`src/rtl/div_iter_pkg.sv`:
```
// Shared definitions for the iterative divider: FSM encoding and the ALU
// control codes that the ALU decodes into start/signed_div.
package div_iter_pkg;

   typedef enum logic [1:0] {
      DIV_IDLE = 2'd0,
      DIV_CALC = 2'd1,
      DIV_DONE = 2'd2
   } div_state_e;

   localparam logic [7:0] DIV_CONTROL  = 8'b0001_1010;
   localparam logic [7:0] DIVU_CONTROL = 8'b0001_1011;

endpackage

```
`src/rtl/div_iter_signfix.sv`:
```
// Conditional two's-complement negate; used both to take operand magnitudes
// and to restore the sign of quotient/remainder.
module div_iter_signfix #(
   parameter int W = 32
) (
   input  logic [W-1:0] val_i,
   input  logic         neg_i,
   output logic [W-1:0] val_o
);

   assign val_o = neg_i ? (-val_i) : val_i;

endmodule

```
`src/rtl/div_iter.sv`:
```
// Iterative radix-2 restoring divider, one quotient bit per cycle, with
// pipeline stall, annul and hold-until-accept of the {remainder, quotient}.
//
// state    | meaning
// DIV_IDLE | waiting for start
// DIV_CALC | one quotient bit per cycle, counter WIDTH..1
// DIV_DONE | result held until accept
module div_iter
   import div_iter_pkg::*;
#(
   parameter int WIDTH = 32
) (
   input  logic               clk,
   input  logic               rst,
   input  logic               start,
   input  logic               signed_div,
   input  logic [WIDTH-1:0]   opa,
   input  logic [WIDTH-1:0]   opb,
   input  logic               annul,
   input  logic               accept,
   output logic               stall,
   output logic               ready,
   output logic               busy,
   output logic [2*WIDTH-1:0] result
);

   localparam int CW = $clog2(WIDTH + 1);

   div_state_e         state_q;
   logic [WIDTH:0]     rem_q;
   logic [WIDTH-1:0]   dvd_q;
   logic [WIDTH-1:0]   dvs_q;
   logic [CW-1:0]      cnt_q;
   logic               qneg_q;
   logic               rneg_q;
   logic               busy_q;
   logic               ready_q;
   logic [2*WIDTH-1:0] result_q;

   logic [WIDTH-1:0]   opa_abs;
   logic [WIDTH-1:0]   opb_abs;
   logic [WIDTH-1:0]   quo_fix;
   logic [WIDTH-1:0]   rem_fix;
   logic [WIDTH+1:0]   diff;
   logic               qbit;
   logic [WIDTH:0]     rem_d;
   logic [WIDTH-1:0]   dvd_d;

   div_iter_signfix #(.W(WIDTH)) u_abs_a (
      .val_i(opa), .neg_i(signed_div & opa[WIDTH-1]), .val_o(opa_abs)
   );
   div_iter_signfix #(.W(WIDTH)) u_abs_b (
      .val_i(opb), .neg_i(signed_div & opb[WIDTH-1]), .val_o(opb_abs)
   );

   // Dividend shifts out of the top of dvd_q while quotient bits enter at the bottom.
   assign diff  = {rem_q, dvd_q[WIDTH-1]} - {2'b00, dvs_q};
   assign qbit  = ~diff[WIDTH+1];
   assign rem_d = qbit ? diff[WIDTH:0] : {rem_q[WIDTH-1:0], dvd_q[WIDTH-1]};
   assign dvd_d = {dvd_q[WIDTH-2:0], qbit};

   div_iter_signfix #(.W(WIDTH)) u_fix_q (
      .val_i(dvd_d), .neg_i(qneg_q), .val_o(quo_fix)
   );
   div_iter_signfix #(.W(WIDTH)) u_fix_r (
      .val_i(rem_d[WIDTH-1:0]), .neg_i(rneg_q), .val_o(rem_fix)
   );

   always_ff @(posedge clk) begin
      if (rst) begin
         state_q  <= DIV_IDLE;
         rem_q    <= '0;
         dvd_q    <= '0;
         dvs_q    <= '0;
         cnt_q    <= '0;
         qneg_q   <= 1'b0;
         rneg_q   <= 1'b0;
         busy_q   <= 1'b0;
         ready_q  <= 1'b0;
         result_q <= '0;
      end else if (annul) begin
         state_q <= DIV_IDLE;
         busy_q  <= 1'b0;
         ready_q <= 1'b0;
      end else begin
         case (state_q)
            DIV_IDLE: begin
               if (start) begin
                  state_q <= DIV_CALC;
                  rem_q   <= '0;
                  dvd_q   <= opa_abs;
                  dvs_q   <= opb_abs;
                  cnt_q   <= CW'(WIDTH);
                  qneg_q  <= signed_div & (opa[WIDTH-1] ^ opb[WIDTH-1]);
                  rneg_q  <= signed_div & opa[WIDTH-1];
                  busy_q  <= 1'b1;
               end
            end
            DIV_CALC: begin
               rem_q <= rem_d;
               dvd_q <= dvd_d;
               cnt_q <= cnt_q - CW'(1);
               if (cnt_q == CW'(1)) begin
                  state_q  <= DIV_DONE;
                  busy_q   <= 1'b0;
                  ready_q  <= 1'b1;
                  result_q <= {rem_fix, quo_fix};
               end
            end
            DIV_DONE: begin
               if (accept) begin
                  state_q <= DIV_IDLE;
                  ready_q <= 1'b0;
               end
            end
            default: begin
               state_q <= DIV_IDLE;
               busy_q  <= 1'b0;
               ready_q <= 1'b0;
            end
         endcase
      end
   end

   assign stall  = ((state_q == DIV_IDLE) & start & ~annul) | (state_q == DIV_CALC);
   assign busy   = busy_q;
   assign ready  = ready_q;
   assign result = result_q;

endmodule

```
`config.mk`:
```
export PLATFORM = sky130hd
export DESIGN_NAME = div_iter
export DESIGN_NICKNAME = d
export VERILOG_FILES = /design/src/rtl/div_iter_pkg.sv /design/src/rtl/div_iter_signfix.sv /design/src/rtl/div_iter.sv
export SDC_FILE = /design/constraint.sdc
export NUM_CORES = 1
export LEC_CHECK = 0
export BUFFER_PORTS_ARGS = -buffer_cell sky130_fd_sc_hd__buf_2
export CAP_MARGIN = 20
export CORE_MARGIN = 2
export CORE_UTILIZATION = 40
export CTS_CLUSTER_SIZE = 10
export DETAILED_ROUTE_END_ITERATION = 10
export PLACE_DENSITY = 0.64
export SLEW_MARGIN = 20
export SYNTH_ARGS = -nofsm -noshare
export SYNTH_HDL_FRONTEND = slang
export SYNTH_SLANG_ARGS = --single-unit
```
`constraint.sdc`:
```
create_clock -name clk -period 4.3 [get_ports clk]
set_input_delay 0.86 -clock clk [delete_from_list [all_inputs] [get_ports clk]]
set_output_delay 0.86 -clock clk [all_outputs]
set_load 0.005 [all_outputs]
```
==> impl_metrics.py, run 1 <==
metrics = {
    "power_and_ir_drop": {
        "leakage_nw": 5.537,
        "ir_drop_mv": 0.2730,
        "power_density_nw_per_um2": 308.4,
    },
    "synth": {
        "yosysSeqAreaShare_pct": 29.58,
        "synthArstFlopShare_pct": 0,
        "yosysWarnings": 0,
        "yosysTopAreaCellShare_pct": 29.58,
        "synth_area_sq_um": 11710,
        "synthesis.instances": 1555,
        "synth_ff_type": "dfxtp_1",
        "avgSynthCellArea_sq_um": 7.529,
        "yosys_register_bits": 173,
        "synth_nets": 1664,
        "yosysTopAreaCell": "dfxtp_1",
        "synth_edf_count": 0,
        "yosysUniqueCellTypes": 81,
        "synth_area_leaders": "dfxtp_1 (30%), nor2_1 (6.9%), a21oi_1 (6.2%)",
    },
    "sta": {
        "period_share_pct": 95.86,
        "maxSlewHeadroom_pct": 29.02,
        "fmaxAchievable_ghz": 0.2426,
        "maxSlewViolCount": 0,
        "hold_violations": 0,
        "whs_ps": 449.8,
        "skew_ps": 18.60,
        "min_period_ps": 4122,
        "setup_viol": 0,
        "tns_ps": 0,
        "tightestPinTransition_ps": 1063,
    },
    "worst_setup_path": {
        "cp-startpoint": "dvs_q[0]",
        "worstPathArrival_ps": 4490,
        "critical_path.max_fanout": 4,
        "end_kind": "register",
        "critical_path_class": "register to register",
        "worst_r2r_path_depth": 16,
        "required_ps": 4670,
        "r2r_start": "dvs_q[0]",
        "rrSetupSlack_ps": 180,
        "startpoint_type": "register",
    },
    "route": {
        "detail_route.wl_per_cell_um": 18.19,
        "vias_per_cell": 5.701,
        "routed_wl_mm": 37.92,
        "drc": 0,
        "drt_iter0_drc": 967,
        "postRouteAntennaNets": 0,
        "vias": 11881,
        "dr.pass1.iters": 6,
    },
    "cells_and_area": {
        "antenna-diode-count": 0,
        "drive_above_1_share_pct": 19.82,
        "final_cell_mix": "nor2_1 (212), dfxtp_1 (161), nand2_1 (147)",
        "num-fill-cells": 2901,
        "design_area_sq_um": 14020,
        "layout_commonest_cell": "nor2_1",
        "syn2layout_area_growth_pct": 19.78,
        "fin_nets": 1796,
    },
    "clocking": {
        "cts_sinks": 173,
        "cts_buffers": 17,
        "cts_hold_buffers": 0,
        "path_clk_slew_ps": 80,
        "htree_levels": 4,
        "cts_tree": "built",
        "cts-root-buf": "clkbuf_16",
        "clock_path_buffers": 2,
        "clock_latency_ps": 450,
    },
    "outcome": {
        "run_status": "finished, final reports clean",
    },
    "floorplan": {
        "start_util_pct": 40.68,
        "ios": 137,
        "die_w_um": 175.1,
        "die_y_um": 175.1,
        "core-area_sq_um": 28780,
        "dieArea_sq_um": 30650,
        "std_cell_rows": 62,
    },
    "placed_design": {
        "placed_cell_area_sq_um": 13110,
        "io_buffers": 136,
        "dp_hpwl_mm": 29.09,
        "gp_congestion": 0.9167,
    },
    "global_routing": {
        "grt_overflow": 0,
        "track_usage_pct": 24.33,
        "grt_pass1_wl_mm": 59.13,
        "grt_pass1_vias": 10725,
        "grt_max_degree": 68,
        "antenna_found_initial": 0,
    },
    "worst_hold_path": {
        "hold_path.class": "register to register",
        "whs_path_depth": 2,
        "min_from": "result[55]",
    },
    "run": {
        "maxCapViolations": 0,
    },
}
[metrics by stage]
step	utilization (%)	setup WS, ps	cells	power [mW]
floorplan	-	-4.781	1555	2.347
global placement	45.55	136.8	2048	2.647
detailed placement	45.55	27.06	2048	2.654
CTS	47.77	7.996	2080	4.298
global route	48.73	-10.72	2084	4.505
finish	48.73	178.1	2084	4.325
[state kept, by name, indices dropped and copies added (netlist names)]
name,cells
dvd_q,32
dvs_q,32
cnt_q,6
ready,1
result,64
rem_q,33
rneg_q,1
busy,1
state_q,2
qneg_q,1
[area by class of cell]
cell class / instances / area (sq um) / area share (%)
Timing Repair Buffer: 215 / 1289 / 9.190
Clock inverter: 15 / 212.7 / 1.517
Tap cell: 384 / 480.5 / 3.426
Inverter: 54 / 205.2 / 1.463
Sequential cell: 173 / 3478 / 24.80
Clock buffer: 17 / 425.4 / 3.034
Multi-Input combinational cell: 1226 / 7933 / 56.57
[critical path, cell delays in order (launching register included)]
cell and delay (ps):
dfxtp_1 360, ha_2 230, inv_1 70, fa_1 410
a21o_1 210, a221oi_2 220, buf_4 180, nor3_1 60
or4_1 480, o311a_1 210, nor4_2 240, buf_4 170
a41oi_2 160, a211oi_2 330, nand3_1 130, or4_1 410
a31oi_1 160
[where the power goes]
part	switching (mW)	internal [mW]
registers	0.0651	1.65
clock network	0.808	0.851
logic	0.568	0.381
[cell families after synthesis]
kind of cell / count (synthesis) / synth area share (%)
xor gates and xnor gates: 137 / 10.25
adders and majority gates: 39 / 4.232
AOI/OAI and AO/OA: 458 / 25.48
buffers and inverters: 156 / 5.194
muxes: 35 / 3.089
and+or+nand+nor: 557 / 22.18
DFF: 173 / 29.58
[routing by layer]
layer	track usage (%)	vias to the layer above	wire length, um
met3	3.046	65	1994
met2	36.12	367	16360
met5	0	-	0
met1	36.22	5578	18620
li1	-	5871	-
met4	7.951	0	947
[repair_timing]
action | in CTS | in global routing
hold endpoints to repair | 0 | 0
setup buffers | 0 | 4
setup endpoints to repair | 0 | 22
gates resized for setup | 0 | 47
[path summary, 6_finish.rpt]
path,to
min reg2reg,result[55]
min,result[55]
max reg2reg,result[63]
max,result[63]
[cell usage after synthesis, drive strengths merged (14+ instances only)]
cell    count
xnor2      55
or3        26
buf        20
o31ai      31
nor3       35
inv        54
mux2i      26
nand3      29
a211oi     89
xor2       82
nand2     148
ha         38
dfxtp     173
and3       14
or4        20
clkbuf     82
a31oi      35
a21oi     146
o21ai      68
nor2      214
Power figures use the tool's default switching activity.
==> inputs of run 2 (changes only) <==
CORE_UTILIZATION = 45   (was 40)
PLACE_DENSITY = 0.71   (was 0.64)
==> run 2 against run 1 <==
Effect of this change: global-route usage is 1.9 points higher; first-iteration DRC count is 13% higher; count of clock-buffer cells in the layout is 1 higher; critical path depth stayed put; register-to-register slack hardly changed; critical endpoint is now result[54]; largest cell class unchanged; highest routed layer unchanged.
==> impl_metrics.py, run 2 (synthesized netlist as in run 1, its figures left out) <==
metrics = {
    "outcome": {
        "run_status": "finished, final reports clean",
    },
    "power_and_ir_drop": {
        "power_density_nw_per_um2": 305.8,
        "power_mw": 4.231,
        "leakage_nw": 5.488,
        "ir_drop_mv": 0.1847,
    },
    "floorplan": {
        "start_util_pct": 45.44,
        "die_y_um": 165.3,
        "ios": 137,
        "std_cell_rows": 59,
        "die_w_um": 165.3,
        "dieArea_sq_um": 27320,
        "core-area_sq_um": 25760,
    },
    "sta": {
        "skew_ps": 12.92,
        "period_share_pct": 95.92,
        "min_period_ps": 4125,
        "tightestPinTransition_ps": 1072,
        "fmaxAchievable_ghz": 0.2424,
        "maxSlewHeadroom_pct": 28.42,
        "hold_violations": 0,
        "maxSlewViolCount": 0,
        "setup_viol": 0,
    },
    "global_routing": {
        "grt_pass1_wl_mm": 56.55,
        "antenna_found_initial": 0,
        "grt_pass1_vias": 10545,
        "track_usage_pct": 26.24,
        "grt_max_degree": 75,
        "grt_overflow": 0,
    },
    "placed_design": {
        "placed_cell_area_sq_um": 12970,
        "gp_congestion": 0.9226,
        "io_buffers": 136,
        "dp_hpwl_mm": 27.62,
    },
    "cells_and_area": {
        "largest_reg_flops": 64,
        "design_area_sq_um": 13840,
        "layout_commonest_cell": "nor2_1",
        "drive_above_1_share_pct": 19.12,
        "final_cell_mix": "nor2_1 (212), dfxtp_1 (166), nand2_1 (146)",
        "syn2layout_area_growth_pct": 18.18,
        "fin_nets": 1785,
        "antenna-diode-count": 0,
    },
    "run": {
        "maxCapViolations": 0,
    },
    "clocking": {
        "clock_latency_ps": 450,
        "cts-root-buf": "clkbuf_16",
        "path_clk_slew_ps": 80,
        "clock_path_buffers": 2,
        "cts_hold_buffers": 0,
        "htree_levels": 4,
        "cts_buffers": 17,
        "cts_sinks": 173,
        "cts_tree": "built",
    },
    "route": {
        "vias": 11890,
        "drc": 0,
        "postRouteAntennaNets": 0,
        "drt_iter0_drc": 1096,
        "vias_per_cell": 5.875,
        "routed_wl_mm": 36.53,
        "detail_route.wl_per_cell_um": 18.05,
        "dr.pass1.iters": 7,
    },
    "worst_setup_path": {
        "startpoint_type": "register",
        "worstPathArrival_ps": 4490,
        "critPathTopFamily": "simple AND/OR/NAND/NOR gates",
        "critical_path.max_fanout": 5,
        "critical_path_class": "register to register",
        "worst_path_max_delay_cell": "dfxtp_1",
        "critPathBufInv": 0,
        "crit_chain": "ha_1 -> a21oi_2 -> o21ai_2 -> or3b_4 -> nand3_2 -> a2111o_1 -> and3_4 -> mux2i_4 -> ha_2 -> nand3b_1 -> nor4bb_4 -> a31o_2 -> nand2_1 -> o41a_1 -> xnor2_1 -> a211oi_1",
        "end_kind": "register",
        "required_ps": 4660,
        "slowest_delay_ps": 450,
    },
    "worst_hold_path": {
        "hold_path.class": "register to register",
    },
}
[run 2: cell type report]
| class | count | area (sq um) |
|---|---|---|
| fill | 2456 | 11930 |
| clock inverter | 14 | 147.6 |
| clock buffer | 18 | 429.2 |
| inverter | 54 | 205.2 |
| timing repair buffer | 204 | 1231 |
| multi-input combinational | 1226 | 7931 |
| tap | 335 | 419.2 |
| sequential | 173 | 3472 |
[run 2: tightest hold or removal path: stages, from the launching register on]
cell     delay (ps)
dfxtp_1         310
nand2_1          50
a21oi_1          50
[run 2: metal layers]
metal,share of wire [%],global-route usage (%),vias to the layer above
li1,-,-,5836
met1,48,38.20,5566
met2,44,39.09,428
met3,6.4,4.171,60
met4,2.3,9.287,0
met5,0,0,-
[run 2: report_power, final]
part,switching [mW],internal (mW),total [mW]
clock,0.745,0.823,1.57
combinational,0.575,0.376,0.951
sequential,0.0611,1.65,1.71
total,1.38,2.85,4.23
[run 2: path summary, 6_finish.rpt]
kind,from,end,slack (ps),depth (start not counted)
worst min-delay path,result[36],result[36],450,2
worst min register to register,result[36],result[36],450,2
worst max-delay path,rem_q[4],result[54],180,16
worst max register to register,rem_q[4],result[54],180,16
[run 2: timing repair]
| item | 4_1_cts | 5_1_grt |
|---|---|---|
| endpoints found under the setup margin | 0 | 13 |
| setup buffers | 0 | 7 |
| gates resized for setup | 0 | 46 |
[run 2: per-stage QoR]
stage | hold slack, ps | setup TNS (ps) | worst slack [ps] | std cells | util [%]
floorplan | 431.9 | -4.781 | -4.781 | 1555 | -
global placement | 437.2 | 0 | 219.1 | 1985 | 50.34
detailed placement | 443.8 | 0 | 101.0 | 1985 | 50.34
CTS | 452.9 | 0 | 68.19 | 2017 | 52.58
global route | 477.6 | -17.01 | -17.01 | 2024 | 53.70
finish | 447.1 | 0 | 175.3 | 2024 | 53.70
==> inputs of run 3 (changes only) <==
SYNTH_HIERARCHICAL = 1   (was not set)
==> run 3 against run 2 <==
Effect of this change: critical path type unchanged; cell area increased by 7.0%; largest cell class unchanged; combinational power up 120%; critical endpoint is now result[50]; routed wire length shrank 5.0%; maximum frequency shrank 2.4%; clock skew up 4.9 ps.
==> impl_metrics.py, run 3 <==
metrics = {
    "outcome": {
        "run_status": "finished, final reports clean",
    },
    "cells_and_area": {
        "fin_nets": 1820,
        "drive_above_1_share_pct": 26.28,
        "final_cell_mix": "nand2_1 (276), dfxtp_1 (156), buf_4 (149)",
        "syn2layout_area_growth_pct": 24.91,
        "fin_cells": 2059,
        "antenna-diode-count": 0,
        "layout_commonest_cell": "nand2_1",
        "num-fill-cells": 2404,
        "largest_reg_flops": 64,
    },
    "sta": {
        "skew_ps": 17.83,
        "tightestPinTransition_ps": 1067,
        "maxSlewViolCount": 0,
        "hold_violations": 0,
        "period_share_pct": 98.31,
        "fmaxAchievable_ghz": 0.2366,
        "maxSlewHeadroom_pct": 28.74,
        "rsz0062_at_grt": "yes",
        "setup_viol": 0,
        "setup_ws_ps": 72.69,
        "min_period_ps": 4227,
        "tns_ps": 0,
    },
    "synth": {
        "synthArstFlopShare_pct": 0,
        "synth_most_common_cell": "nand2_1",
        "synth_area_sq_um": 11850,
        "avgSynthCellArea_sq_um": 7.925,
        "yosysTopAreaCell": "dfxtp_1",
        "synthesis.instances": 1495,
        "synth_area_leaders": "dfxtp_1 (29%), xnor2_1 (9.9%), nand2_1 (8.9%)",
        "synth_nets": 1604,
        "yosysTopAreaCellShare_pct": 29.23,
        "yosysUniqueCellTypes": 73,
        "synthTopCellsByCount": "nand2_1 (280), dfxtp_1 (173), a21oi_1 (147), xnor2_1 (134), clkbuf_1 (67)",
        "synth_edf_count": 0,
        "synth_ff_type": "dfxtp_1",
        "yosysSeqAreaShare_pct": 29.23,
        "yosys_register_bits": 173,
        "yosysWarnings": 6,
    },
    "power_and_ir_drop": {
        "ir_drop_mv": 0.2863,
        "power.internal_mw": 3.619,
        "swShare_pct": 34.87,
        "leakage_nw": 5.996,
        "p_switching_mw": 1.938,
        "seqPwrFrac_pct": 31.1,
        "combPwrFrac_pct": 38.0,
        "power_mw": 5.557,
        "power_density_nw_per_um2": 375.5,
        "power.share.clock_pct": 30.8,
    },
    "run": {
        "maxCapViolations": 0,
    },
    "route": {
        "detail_route.wl_per_cell_um": 16.85,
        "dr.pass1.iters": 6,
        "vias": 11763,
        "postRouteAntennaNets": 0,
        "vias_per_cell": 5.713,
        "routed_wl_mm": 34.70,
        "drt_iter0_drc": 1096,
        "drc": 0,
    },
    "worst_setup_path": {
        "critical_path.max_fanout": 7,
        "startpoint_type": "register",
        "critical_path_class": "register to register",
        "worst_path_max_delay_cell": "or4b_4",
        "required_ps": 4670,
        "critPathBufInv": 4,
        "crit_chain": "inv_1 -> ha_4 -> or4_4 -> o21ai_4 -> mux2_4 -> or4b_4 -> inv_12 -> buf_4 -> mux2_2 -> nor4_4 -> buf_4 -> nand4_1 -> o41ai_2 -> xnor2_1 -> nand2_1 -> a21oi_1",
        "cpMostUsedCell": "buf_4",
        "end_kind": "register",
        "slowest_delay_ps": 630,
        "worstPathArrival_ps": 4590,
        "critPathTopFamily": "simple AND/OR/NAND/NOR gates",
    },
    "clocking": {
        "clock_latency_ps": 430,
        "cts_hold_buffers": 0,
        "cts_sinks": 173,
        "path_clk_slew_ps": 80,
        "cts-root-buf": "clkbuf_16",
        "cts_buffers": 17,
        "cts_tree": "built",
        "clock_path_buffers": 2,
        "htree_levels": 4,
    },
    "placed_design": {
        "dp_slack_ps": -277.3,
        "io_buffers": 136,
        "dp_hpwl_mm": 25.29,
        "dp_cells": 2008,
        "gp_congestion": 0.9105,
    },
    "floorplan": {
        "start_util_pct": 45.59,
        "core-area_sq_um": 25980,
        "die_w_um": 166.3,
        "std_cell_rows": 59,
        "dieArea_sq_um": 27640,
        "die_y_um": 166.3,
        "ios": 137,
    },
    "global_routing": {
        "grt_pass1_vias": 10522,
        "track_usage_pct": 23.83,
        "antenna_found_initial": 0,
        "grt_pass1_wl_mm": 55.01,
        "grt_max_degree": 65,
        "grt_overflow": 0,
    },
    "worst_hold_path": {
        "hold_path.class": "register to register",
    },
}
-- run 3: cell types whose count changed in the layout (fill, tap and decap cells not counted), sizes merged, moves of 28 or more --
cell,change
xnor2,+79
xor2,-69
a211oi,-56
nand2,+132
a31oi,-28
buf,+83
nor2,-150
o41ai,+32
-- run 3: power by group through the flow --
stage               Sequential (mW)  Combinational (mW)  Clock (mW)
global placement               1.76                1.76           0
CTS                            1.72                1.89        1.73
finish                         1.73                2.11        1.71
detailed placement             1.76                1.79           0
global route                   1.74                2.26        1.80
floorplan                      1.73                1.23           0
-- run 3: metal layers --
metal  track usage, %  vias to the layer above  wire length (um)
met5                0                        -                 0
met4            4.648                        0               308
met3            3.456                       30              2247
met2            34.71                      399             14840
met1            37.17                     5536             17300
li1                 -                     5798                 -
-- run 3: final timing paths --
check                                from          to  slack [ps]  cells after the start
worst max-delay path            dvs_q[30]  result[50]          70                     16
worst min-delay path            result[4]   result[4]         450                      2
worst max register to register  dvs_q[30]  result[50]          70                     16
worst min register to register  result[4]   result[4]         450                      2
-- run 3: logic make-up after synthesis --
logic type	Yosys count	synth area share [%]
xor+xnor	147	10.87
simple gates	521	21.18
flops	173	29.23
fa+ha+maj	39	4.182
compound gates	406	23.12
mux	55	5.576
buf+inv	154	5.840
-- run 3: final cells by class --
| type | count | area, sq um | share of cell area (%) |
|---|---|---|---|
| clock buffers | 19 | 442.9 | 2.993 |
| clock inverters | 13 | 200.2 | 1.353 |
| inverters | 62 | 245.2 | 1.657 |
| multi-input cells | 1168 | 8134 | 54.96 |
| flip-flops and latches | 173 | 3485 | 23.55 |
| well taps | 335 | 419.2 | 2.832 |
| repair buffers | 287 | 1846 | 12.47 |
| repair inverters | 2 | 27.53 | 0.1860 |
-- run 3: tightest hold or removal path, delay by kind of cell (launching register included) --
| kind | cells | cell delay (ps) |
|---|---|---|
| and+or+nand+nor | 1 | 50 |
| DFF | 1 | 310 |
| AOI/OAI and AO/OA | 1 | 50 |
-- run 3: metrics by stage --
step / utilization, % / hold WS [ps] / area (sq um)
floorplan: - / 436.3 / 11850
global placement: 52.08 / 439.5 / 13530
detailed placement: 52.08 / 443.5 / 13530
CTS: 55.17 / 453.3 / 14340
global route: 56.95 / 473.2 / 14800
finish: 56.95 / 450.6 / 14800
-- run 3: repair_timing --
action | 4_1_cts | 5_1_grt
setup buffers | 4 | 13
pin swaps | 10 | 15
hold endpoints to repair | 0 | 0
gates cloned | 2 | 0
gates resized for setup | 19 | 70
endpoints found under the setup margin | 30 | 30
